## src/rtl/median_seq_ctrl.sv

```systemverilog
// Sequencing controller for the median-filter datapath: walks each pixel through address fetch,
// RAM-latency-aligned window capture, four comparator stages and a downstream handshake.
module median_seq_ctrl #(
    parameter int unsigned LENGTH = 480,
    parameter int unsigned WIDTH  = 640,
    parameter int unsigned RD_LAT = 2
) (
    input  logic        clk,
    input  logic        rst,
    input  logic        start,
    input  logic        pix_ready,
    output logic        ldAddr,
    output logic [2:0]  selAddr,
    output logic        ldImage,
    output logic [2:0]  selImage,
    output logic        ldFilter,
    output logic [1:0]  selFilter,
    output logic        done,
    output logic        pix_valid,
    output logic        busy,
    output logic        frame_done,
    output logic [18:0] pix_count
);

    typedef enum logic [2:0] {StIdle, StFetch, StDrain, StFilter, StEmit} state_e;

    localparam logic [18:0] LastPix   = 19'(LENGTH * WIDTH - 1);
    localparam logic [2:0]  DrainLast = 3'(RD_LAT - 1);

    state_e      state_q, state_d;
    logic [2:0]  cnt_q, cnt_d;
    logic [18:0] pix_count_q, pix_count_d;
    logic        frame_done_q, frame_done_d;
    // Delay line of {ldAddr, selAddr}; the last stage lines up with RAM data arrival.
    logic [3:0]  dl_q [RD_LAT];

    always_ff @(posedge clk or posedge rst) begin
        if (rst) begin
            state_q      <= StIdle;
            cnt_q        <= '0;
            pix_count_q  <= '0;
            frame_done_q <= 1'b0;
        end else begin
            state_q      <= state_d;
            cnt_q        <= cnt_d;
            pix_count_q  <= pix_count_d;
            frame_done_q <= frame_done_d;
        end
    end

    always_ff @(posedge clk or posedge rst) begin
        if (rst) begin
            for (int i = 0; i < RD_LAT; i++) begin
                dl_q[i] <= '0;
            end
        end else begin
            dl_q[0] <= {ldAddr, selAddr};
            for (int i = 1; i < RD_LAT; i++) begin
                dl_q[i] <= dl_q[i-1];
            end
        end
    end

    always_comb begin
        state_d      = state_q;
        cnt_d        = cnt_q;
        pix_count_d  = pix_count_q;
        frame_done_d = 1'b0;
        ldAddr       = 1'b0;
        selAddr      = 3'd0;
        ldImage      = 1'b0;
        selImage     = 3'd0;
        ldFilter     = 1'b0;
        selFilter    = 2'd0;
        done         = 1'b0;
        pix_valid    = 1'b0;
        busy         = (state_q != StIdle);
        frame_done   = frame_done_q;
        pix_count    = pix_count_q;

        unique case (state_q)
            StIdle: begin
                if (start) begin
                    state_d     = StFetch;
                    cnt_d       = 3'd0;
                    pix_count_d = '0;
                end
            end
            StFetch: begin
                ldAddr  = 1'b1;
                selAddr = cnt_q + 3'd1;
                if (cnt_q == 3'd4) begin
                    state_d = StDrain;
                    cnt_d   = 3'd0;
                end else begin
                    cnt_d = cnt_q + 3'd1;
                end
            end
            StDrain: begin
                if (cnt_q == DrainLast) begin
                    state_d = StFilter;
                    cnt_d   = 3'd0;
                end else begin
                    cnt_d = cnt_q + 3'd1;
                end
            end
            StFilter: begin
                ldFilter  = 1'b1;
                selFilter = cnt_q[1:0];
                if (cnt_q == 3'd3) begin
                    state_d = StEmit;
                    cnt_d   = 3'd0;
                end else begin
                    cnt_d = cnt_q + 3'd1;
                end
            end
            StEmit: begin
                pix_valid = 1'b1;
                if (pix_ready) begin
                    done  = 1'b1;
                    cnt_d = 3'd0;
                    if (pix_count_q == LastPix) begin
                        state_d      = StIdle;
                        frame_done_d = 1'b1;
                    end else begin
                        state_d     = StFetch;
                        pix_count_d = pix_count_q + 19'd1;
                    end
                end
            end
            default: state_d = StIdle;
        endcase

        // Captures only run while the address schedule is in flight; stale entries are masked.
        if (state_q == StFetch || state_q == StDrain) begin
            {ldImage, selImage} = dl_q[RD_LAT-1];
        end
    end

endmodule

```

## config.mk

```make
export PLATFORM = sky130hd
export DESIGN_NAME = median_seq_ctrl
export DESIGN_NICKNAME = d
export VERILOG_FILES = /design/src/rtl/median_seq_ctrl.sv
export SDC_FILE = /design/constraint.sdc
export NUM_CORES = 1
export LEC_CHECK = 0
export CAP_MARGIN = 10
export CORE_ASPECT_RATIO = 0.7
export CORE_MARGIN = 1.5
export CORE_UTILIZATION = 35
export DETAILED_ROUTE_END_ITERATION = 8
export HOLD_SLACK_MARGIN = 0.06
export PLACE_DENSITY = 0.61
export SLEW_MARGIN = 20
export SYNTH_ARGS = -nofsm -noshare
export SYNTH_HDL_FRONTEND = slang
export SYNTH_SLANG_ARGS = --single-unit
```

## constraint.sdc

```tcl
create_clock -name clk -period 5.3 [get_ports clk]
set_clock_uncertainty 0.15 [all_clocks]
set_input_delay 0.53 -clock clk [delete_from_list [all_inputs] [get_ports clk]]
set_output_delay 0.53 -clock clk [all_outputs]
set_load 0.03 [all_outputs]
```

; ---- Word level (Yosys, flattened, before mapping)
; Index checks and enable logic that the tools add are counted.
[word_totals]
ff_bits = 34
inputBits = 4
out_inout_bits = 34
word_cells = 59
[classes]
addsub = 2
eq_ne = 14
mux = 29
reduce_logical = 8
[op_table]
columns = op, n
row1 = $mux W19, 3
row2 = $pmux W19 S2, 1
row3 = $mux W3, 12
row4 = $pmux W3 S5, 2
row5 = $add A19 B1 Y19 const B, 1
row6 = $eq A19 B19 Y1 const B, 1
row7 = $ne A2 B2 Y1 const B, 6
row8 = $mux W1, 10
row9 = $eq A3 B2 Y1 const B, 3
row10 = $eq A3 B1 Y1 const B, 2
row11 = $eq A3 B3 Y1 const B, 2
row12 = $reduce_and A5 Y1, 1
row13 = $reduce_bool A5 Y1, 1
row14 = $reduce_and A4 Y1, 1
row15 = $add A3 B1 Y3 const B, 1
row16 = $logic_not A3 Y1, 1
row17 = $reduce_and A3 Y1, 1
row18 = $reduce_bool A3 Y1, 1
row19 = $mux W2, 1
row20 = $reduce_bool A2 Y1, 1
row21 = $logic_or A1 B1 Y1, 1

; ---- Logic depth before layout (Yosys ltp)
; Gate-level depths: netlist of the first run.
[logic_depth]
ltp_word = 4
ltp_mapped = 6
mapped_depth_nobuf = 6

; ---- Worst setup path after synthesis of the first run
; No wires, ideal clock.
[synth_path]
kind = register to register
from = register pix_count_q[4], in the netlist pix_count[4]
to = register pix_count_q[17], in the netlist pix_count[17]
setup_time_ns = 0.080
arrival_time_ns = 2.025
required_ns = 5.070
setup_slack_ns = 3.044
path_stages_with_launch = 5
path_buffers = 0
synth_period_minus_slack_ns = 2.256
cell_sequence = dfrtp_1 -> nand3_1 -> or4_4 -> or4_1 -> o211ai_2
[synth_via]
elab_chain_cells = 4
elab_cells_between_ends = 7
cone_classes = add/sub: 1 / eq/ne: 2 / mux: 3 / reduce/logical: 1
[synth_lines]
columns = element, line
row1 = from (decl), 32  ; logic [18:0] pix_count_q, pix_count_d;
row2 = from (signal assigned), 46  ; pix_count_q <= pix_count_d;
row3 = $add A19 B1 Y19, 127  ; pix_count_d = pix_count_q + 19'd1;
row4 = $mux W19, 122  ; if (pix_count_q == LastPix) begin
row5 = $mux W19, 119  ; if (pix_ready) begin
row6 = $pmux W19 S2, 81  ; unique case (state_q)
; Several ways; a longest one is shown, not always the timed one. The select of a mux whose other input is x is not followed.
; A chain may end at the register's enable or synchronous reset.

; ---- Worst setup path in the final report of the first run
[layout_path]
from = register state_q[2]
to = output port pix_valid
[layout_via]
elab_chain_cells = 2
[layout_lines]
columns = element, line
row1 = from (decl), 30  ; state_e state_q, state_d;
row2 = from (signal assigned), 39  ; state_q <= StIdle;
row3 = from (signal assigned), 44  ; state_q <= state_d;
row4 = $eq A3 B3 Y1, 81
row5 = $mux W1, 81
row6 = to (decl), 19  ; output logic pix_valid,
; Every way passes these cells.

==> impl_metrics.tcl, run 1 <==
set metrics [dict create \
    syn_to_final_growth_pct 27.47 \
    yosysTopAreaCell "dfrtp_1" \
    via_count 1745 \
    wl_per_cell_um 15.81 \
    wl_mm 5.059 \
    rsz0062_at_grt "no" \
    slew_headroom_pct 47.61 \
    max_stage_delay_ns 0.77 \
    yosysSeqAreaShare_pct 43.04 \
    htree_levels 2 \
    setup_tns_ns 0 \
    ys_ff_latch 34 \
    fp-row-count 22 \
    die_area_mm2 0.006115 \
    globalplace.congestion 0.8081 \
    async_flop_share_pct 100.0 \
    syn_nets 221 \
    cp.arrival_ns 2.54 \
    dr.pass1.iters 4 \
    synth_edf_count 0 \
    drt_iter0_drc 119 \
    post-route-util_pct 47.19 \
    clk_pin_slew_ns 0.07 \
    synth.area.mux_share_pct 4.177 \
    synth_flop_cell "dfrtp_1" \
    p_per_area_mw_per_mm2 421.8 \
    leakage_nw 1.069 \
    hpwl_mm 3.594 \
    min_period_ns 3.217 \
    netlist_area_mm2 0.001977 \
    cp_slowest_cell "dfrtp_1" \
    drive_above_1_share_pct 7.258 \
    path_cells "or3b_2 -> inv_1 -> clkdlybuf4s50_1" \
    synth-simple-area-share_pct 26.20 \
    postCtsSetupRepairBufs 0 \
    synth_fa_ha_area_share_pct 3.797 \
    cts_tree "built" \
    cts_root_buf "clkbuf_8" \
    ir_drop_v 0.0001385 \
    hold_path.class "reg -> reg" \
    route.detailed.drc 0 \
    post-route-period-util_pct 60.70 \
    syn_area_per_cell_um2 9.369 \
    start_util_pct 37.02 \
    drv_cap 0 \
    hold_depth 0 \
    reg2reg_depth 4 \
    grt_pass1_vias 1591 \
    stdcell_area_mm2 0.002520 \
    setup_viol 0 \
    synth_top_family_by_area "simple AND/OR/NAND/NOR gates" \
    yosys.area.top_type_share_pct 43.04 \
    max_freq_mhz 310.8 \
    critPathLaunchType "flop" \
    num_antenna_cells 0 \
    vias_per_cell 5.453 \
    grt_pass1_wl_mm 8.418 \
    cts_buffers 5 \
    final_common_cell "clkdlybuf4s50_1" \
    die_h_um 65.88 \
    clockBufferDepth 2 \
    io_pins 38 \
    critPathKind "reg -> out" \
    slew_viol_final 0 \
    ant_nets 0 \
    cts-hold-fix-buffers 0 \
    final_net_count 257 \
    status "finished, final reports clean" \
    post_cts_resized 0 \
    hold_viol_final 0 \
    synth_xor_area_share_pct 0 \
    grt_overflow 0 \
    clock_sinks 34 \
    fp.dieW_um 92.83 \
    place.port_buffers 37 \
    clk_latency_ns 0.29 \
    ys.warnings.count 0 \
    synth_compound_area_share_pct 17.47 \
    layout_common_cells "clkdlybuf4s50_1, dfrtp_1, inv_1, nand2_1, nor2_1" \
    antenna_found_initial 0 \
    ys_top_cells_by_area "dfrtp_1, ha_1, inv_1, nand2_1, mux2i_1" \
    grt_max_degree 35 \
    critPathMaxFanout 21 \
    synthDistinctLibCells 47 \
    total_power_w 0.001063 \
    grt_usage_pct 18.25 \
    synthCells 211 \
    core_mm2 0.005340 \
    dpl_cell_area_mm2 0.002411 \
    tightest_slew_ns 0.7793 \
    crit_path_end_kind "output port" \
    critPathRequiredTime_ns 4.62 \
]
==> report_power, final <==
part / internal (W) / total [W] / switching [W]
sequential: 0.000307 / 0.000360 / 0.0000523
clock: 0.000138 / 0.000237 / 0.0000990
combinational: 0.000189 / 0.000466 / 0.000277
total: 0.000634 / 0.00106 / 0.000429
==> critical path: cells and delay by family (launching register included) <==
kind                   cells  cell delay (ns)
buffers and inverters      2             0.85
DFF                        1             0.77
and+or+nand+nor            1             0.63
==> path summary, 6_finish.rpt <==
path	slack, ns	startpoint	to
worst min register to register	0.20	dl_q[4]$_DFF_PP0_	dl_q[0]$_DFF_PP0_
min in group asynchronous	0.49	rst	pix_count[3]$_DFFE_PP0P_
worst min-delay path	0.20	dl_q[4]$_DFF_PP0_	dl_q[0]$_DFF_PP0_
max in group asynchronous	4.19	rst	pix_count[18]$_DFFE_PP0P_
worst max-delay path	2.08	state_q[2]$_DFFE_PP0P_	pix_valid
worst max register to register	2.82	pix_count[4]$_DFFE_PP0P_	pix_count[9]$_DFFE_PP0P_
==> per-stage QoR <==
stage          hold WS (ns)  cells  worst slack (ns)
3_3_place_gp         0.1815    312             2.475
6_report             0.1995    320             2.083
5_1_grt              0.2058    320             1.954
3_5_place_dp         0.1847    312             2.391
2_1_floorplan        0.1812    211             3.044
4_1_cts              0.2017    320             2.073
==> registers in the layout, indices dropped and copies added, names as in the netlist <==
register	count
pix_count	19
state_q	3
cnt_q	3
frame_done	1
dl_q	8
==> cells by family (layout without fill, tap and decap cells) <==
| family | Yosys count | after routing |
|---|---|---|
| buffers and inverters | 28 | 65 |
| adders and majority gates | 6 | 6 |
| DFF | 34 | 34 |
| AOI/OAI and AO/OA | 45 | 45 |
| muxes | 8 | 8 |
| and+or+nand+nor | 90 | 90 |
==> metal layers <==
layer,routed length [µm],track usage [%]
met4,53,5.114
met1,2644,29.66
met5,0,0
met3,319,4.138
met2,2041,22.99
==> synth_stat cells, types with 3 or more instances <==
cell type,number
and3_1,6
nand4_1,5
o21ai_0,5
ha_1,6
a22o_1,3
o22ai_1,5
nor4_1,6
or4_1,3
a211oi_1,3
dfrtp_1,34
or3_1,3
mux2i_1,6
nor3_1,4
a211o_1,3
nand2b_1,3
clkbuf_1,9
nand2_1,17
nand3_1,11
and2_1,6
inv_1,19
nor2_1,14
o211ai_1,4
==> layout make-up <==
class                   instances  area (µm²)
well taps                      72       90.09
clock buffers                   5       68.82
fillers                       530        2820
multi-input cells             149        1021
flip-flops and latches         34       850.8
repair buffers                 38       377.9
clock inverters                 3       40.04
inverters                      19       71.32
No activity file was read; power rests on OpenSTA's default activity.
==> run 2: changes to the inputs <==
PLACE_DENSITY = 0.63   (was 0.61)
clock period = 2.85 ns   (was 5.3 ns; I/O delays follow)
==> run 2 against run 1 <==
  * Worst hold slack improved by 0.0011 ns
  * Sequential power rose by 85%
  * Largest power group unchanged
  * Flip-flop and latch count did not move
  * Power rose by 96%
  * Cell count rose by 1.3%
  * Count of clock-buffer cells in the layout did not move
  * Die area did not move
  * Setup slack worse by 1.9 ns
  * Largest cell class unchanged
  * First-iteration DRC count increased by 55%
==> impl_metrics.tcl, run 2 (synthesized netlist as in run 1, its figures left out) <==
set metrics [dict create \
    status "finished, final reports clean" \
    rsz0062_at_grt "no" \
    drt_iter0_drc 184 \
    dp_slack_ns 0.3924 \
    slew_viol_final 0 \
    largest_reg_flops 19 \
    swShare_pct 38.25 \
    io_pins 38 \
    clkPwrFrac_pct 25.6 \
    clk_latency_ns 0.29 \
    die_area_mm2 0.006115 \
    grt_pass1_vias 1622 \
    slew_headroom_pct 71.00 \
    max_freq_mhz 376.1 \
    drv_cap 0 \
    postCtsSetupRepairBufs 0 \
    clk_pin_slew_ns 0.07 \
    combinationalPowerShare_pct 42.5 \
    cts_buffers 5 \
    via_count 1768 \
    path_buf_inv 2 \
    start_util_pct 37.02 \
    cp_slowest_cell "clkdlybuf4s50_1" \
    ir_drop_v 0.0002516 \
    place.port_buffers 37 \
    setup_tns_ns 0 \
    num_antenna_cells 0 \
    clockBufferDepth 2 \
    route.detailed.drc 0 \
    antenna_found_initial 0 \
    hold_path.class "reg -> reg" \
    cts_root_buf "clkbuf_8" \
    clock_sinks 34 \
    fp-row-count 22 \
    setup_viol 0 \
    p_per_area_mw_per_mm2 806.4 \
    grt_usage_pct 17.86 \
    tightest_slew_ns 0.4350 \
    fp.dieW_um 92.83 \
    cp.arrival_ns 2.22 \
    final_common_cell "clkdlybuf4s50_1" \
    critPathLaunchType "flop" \
    core_mm2 0.005340 \
    path_cells "or3b_2 -> inv_1 -> clkdlybuf4s50_1" \
    dr.pass1.iters 4 \
    fillCellCount 510 \
    p_int_w 0.001287 \
    critPathKind "reg -> out" \
    grt_overflow 0 \
    syn_to_final_growth_pct 30.70 \
    hpwl_mm 3.629 \
    cpLargestDelayFamily "buffers and inverters" \
    crit_path_end_kind "output port" \
    cts_tree "built" \
    final_net_count 261 \
    vias_per_cell 5.457 \
    hold_viol_final 0 \
    min_period_ns 2.659 \
    wl_mm 4.940 \
    layout_common_cells "clkdlybuf4s50_1, dfrtp_1, inv_1, nand2_1, nor2_1" \
    wl_per_cell_um 15.25 \
    fin_ws_ns 0.1909 \
    post-route-period-util_pct 93.30 \
    critPathRequiredTime_ns 2.41 \
    globalplace.congestion 0.8597 \
    leakage_nw 1.097 \
    ant_nets 0 \
    power_frac_seq_pct 31.9 \
    htree_levels 2 \
    die_h_um 65.88 \
    cts-hold-fix-buffers 0 \
    grt_max_degree 35 \
    max_stage_delay_ns 0.68 \
    p_sw_w 0.0007969 \
    grt_pass1_wl_mm 8.349 \
    drive_above_1_share_pct 9.524 \
    critPathMaxFanout 12 \
]
==> run 2: power by group through the flow <==
stage	clock (W)	sequential, W	combinational (W)
floorplan	0	0.000633	0.000614
global placement	0	0.000669	0.000887
detailed placement	0	0.000668	0.000883
CTS	0.000544	0.000660	0.000885
global route	0.000567	0.000685	0.000964
finish	0.000533	0.000665	0.000886
==> run 2: worst reg2reg max path, delay by kind of cell (launching register included) <==
family | cells | cell delay [ns]
compound gates | 1 | 0.09
flops | 1 | 0.47
simple gates | 3 | 1.47
==> run 2: what timing repair did <==
item | CTS | global route
gates resized for setup | 0 | 2
endpoints found under the hold margin | 0 | 0
setup endpoints to repair | 0 | 2
==> run 2: final timing paths <==
kind	cells after the start	end	from	slack, ns
max in group asynchronous	3	state_q[2]$_DFFE_PP0P_	rst	1.98
setup / recovery	3	pix_valid	state_q[0]$_DFFE_PP0P_	0.19
min in group asynchronous	3	pix_count[8]$_DFFE_PP0P_	rst	0.24
hold reg to reg	0	dl_q[3]$_DFF_PP0_	dl_q[7]$_DFF_PP0_	0.20
hold / removal	0	dl_q[3]$_DFF_PP0_	dl_q[7]$_DFF_PP0_	0.20
setup reg to reg	4	pix_count[18]$_DFFE_PP0P_	pix_count[4]$_DFFE_PP0P_	0.59
==> run 2: layout make-up <==
cell class / count / area, µm² / share of cell area (%)
clock buffers: 5 / 68.82 / 2.663
clock inverters: 3 / 68.82 / 2.663
inverters: 19 / 75.07 / 2.906
multi-input cells: 149 / 1021 / 39.52
flip-flops and latches: 34 / 852.1 / 32.98
well taps: 72 / 90.09 / 3.487
repair buffers: 42 / 407.9 / 15.79
==> run 2: per-stage QoR <==
stage	area [µm²]	utilization (%)	instances	total power, W	hold WS (ns)
floorplan	1977	-	211	0.001248	0.1812
global placement	2441	45.71	316	0.001556	0.1817
detailed placement	2441	45.71	316	0.001551	0.1847
CTS	2579	48.29	324	0.002089	0.2013
global route	2584	48.38	324	0.002216	0.2059
finish	2584	48.38	324	0.002084	0.2007
==> run 2: metal layers <==
layer | vias to the layer above | share of wire (%) | global-route usage, %
li1 | 868 | - | -
met1 | 836 | 52 | 27.10
met2 | 56 | 40 | 24.18
met3 | 8 | 6.4 | 4.598
met4 | 0 | 1.3 | 5.682
met5 | - | 0 | 0
==> run 3: changes to the inputs <==
RECOVER_POWER = 25   (was default)
==> run 3 against run 2 <==
  * The flow now finishes with violations (max-capacitance violations, max-slew violations)
  * Setup slack did not move
  * Worst hold slack about the same
  * Fmax is the same
  * Power hardly changed
  * Clock power hardly changed
  * First-iteration DRC count stayed put
  * Non-clock buffer count unchanged
==> impl_metrics.tcl, run 3 (synthesized netlist as in run 1, its figures left out) <==
set metrics [dict create \
    num_antenna_cells 0 \
    hpwl_mm 3.629 \
    hold_viol_final 0 \
    syn_to_final_growth_pct 30.51 \
    io_pins 38 \
    dp_slack_ns 0.3924 \
    wl_mm 4.938 \
    grt_max_degree 35 \
    fp-row-count 22 \
    clk_pin_slew_ns 0.07 \
    dpl_cell_area_mm2 0.002441 \
    htree_levels 2 \
    rsz0062_at_grt "no" \
    clockBufferDepth 2 \
    drv_cap 1 \
    grt_pass1_wl_mm 8.349 \
    wl_met2_mm 1.994 \
    final_net_count 261 \
    cpLargestDelayFamily "buffers and inverters" \
    setup_tns_ns 0 \
    max_stage_delay_ns 0.68 \
    leakage_nw 1.094 \
    cp_slowest_cell "clkdlybuf4s50_1" \
    slew_headroom_pct -21.56 \
    grt_usage_pct 17.86 \
    status "complete, but fails checks" \
    final_common_cell "clkdlybuf4s50_1" \
    hold_path.class "reg -> reg" \
    path_cells "or3b_2 -> inv_1 -> clkdlybuf4s50_1" \
    wl_per_cell_um 15.24 \
    postCtsSetupRepairBufs 0 \
    reg2reg_from "pix_count[4]$_DFFE_PP0P_" \
    reg2reg_depth 4 \
    drive_above_1_share_pct 9.127 \
    cts-hold-fix-buffers 0 \
    stdcell_area_mm2 0.002580 \
    path_buf_inv 2 \
    min_period_ns 2.659 \
    cts_buffers 5 \
    wl_met1_mm 2.564 \
    max_freq_mhz 376.1 \
    wl_met3_um 316 \
    top_layer "met4" \
    critPathMaxFanout 12 \
    globalplace.congestion 0.8597 \
    slew_viol_final 35 \
    via_count 1769 \
    core_mm2 0.005340 \
    post-route-period-util_pct 93.30 \
    total_power_w 0.002083 \
    largest_reg_flops 19 \
    die_h_um 65.88 \
    hold_ws_ns 0.2007 \
    ir_drop_v 0.0002516 \
    min_from "dl_q[4]$_DFF_PP0_" \
    fin_ws_ns 0.1909 \
    r2r_slack_ns 0.59 \
    antenna_found_initial 0 \
    cts_root_buf "clkbuf_8" \
    seq_area_um2 852.1 \
    clock_sinks 34 \
    drt_iter0_drc 184 \
    start_util_pct 37.02 \
    grt_pass1_vias 1622 \
    place.port_buffers 37 \
    critPathLaunchType "flop" \
    tightest_slew_ns 1.823 \
    violations "max-capacitance violations, max-slew violations" \
    multiInputGateArea_mm2 0.001021 \
    setup_viol 0 \
    route.detailed.drc 0 \
    grt_overflow 0 \
    min_to "dl_q[0]$_DFF_PP0_" \
    p_per_area_mw_per_mm2 807.3 \
    dr.pass1.iters 4 \
    vias_per_cell 5.460 \
    cts_tree "built" \
    critPathKind "reg -> out" \
    clk_latency_ns 0.29 \
    critPathRequiredTime_ns 2.41 \
    ant_nets 0 \
    crit_path_end_kind "output port" \
    timing.rr.end "pix_count[18]$_DFFE_PP0P_" \
    hold_depth 0 \
    die_area_mm2 0.006115 \
    cp.arrival_ns 2.22 \
    layout_common_cells "clkdlybuf4s50_1, dfrtp_1, inv_1, nand2_1, nor2_1" \
    fp.dieW_um 92.83 \
    post_cts_resized 0 \
    fillCellCount 512 \
]
## run 3: cell count changes in the layout (fill, tap and decap cells not counted)
cell,change
clkbuf_1,+1
buf_4,-1
## run 3: routing by layer
layer | global-route usage (%) | vias to the layer above
li1 | - | 868
met1 | 27.10 | 837
met2 | 24.18 | 56
met3 | 4.598 | 8
met4 | 5.682 | 0
met5 | 0 | -
## run 3: power breakdown
part	internal (W)	switching (W)	leakage, nW
logic	0.000363	0.000522	0.566
registers	0.000573	0.0000926	0.459
clock network	0.000350	0.000182	0.0683
## run 3: final cells by class
| type | instances | area share [%] |
|---|---|---|
| multi-input cells | 149 | 39.57 |
| well taps | 72 | 3.492 |
| inverters | 19 | 2.910 |
| clock inverters | 3 | 2.667 |
| clock buffers | 5 | 2.667 |
| flip-flops and latches | 34 | 33.03 |
| repair buffers | 42 | 15.66 |
## run 3: worst max path at each step
stage,depth (start not counted),startpoint,slack (ns),end
detailed placement,4,pix_ready,0.39,done
global route,4,state_q[0]$_DFFE_PP0P_,0.07,selAddr[2]
finish,3,state_q[0]$_DFFE_PP0P_,0.19,pix_valid
floorplan,4,pix_count[4]$_DFFE_PP0P_,0.59,pix_count[17]$_DFFE_PP0P_
CTS,3,state_q[2]$_DFFE_PP0P_,0.09,pix_valid
global placement,4,pix_ready,0.44,done
## run 3: metrics by stage
step	util, %	cells
CTS	48.29	324
finish	48.31	324
detailed placement	45.71	316
global placement	45.71	316
global route	48.31	324
floorplan	-	211
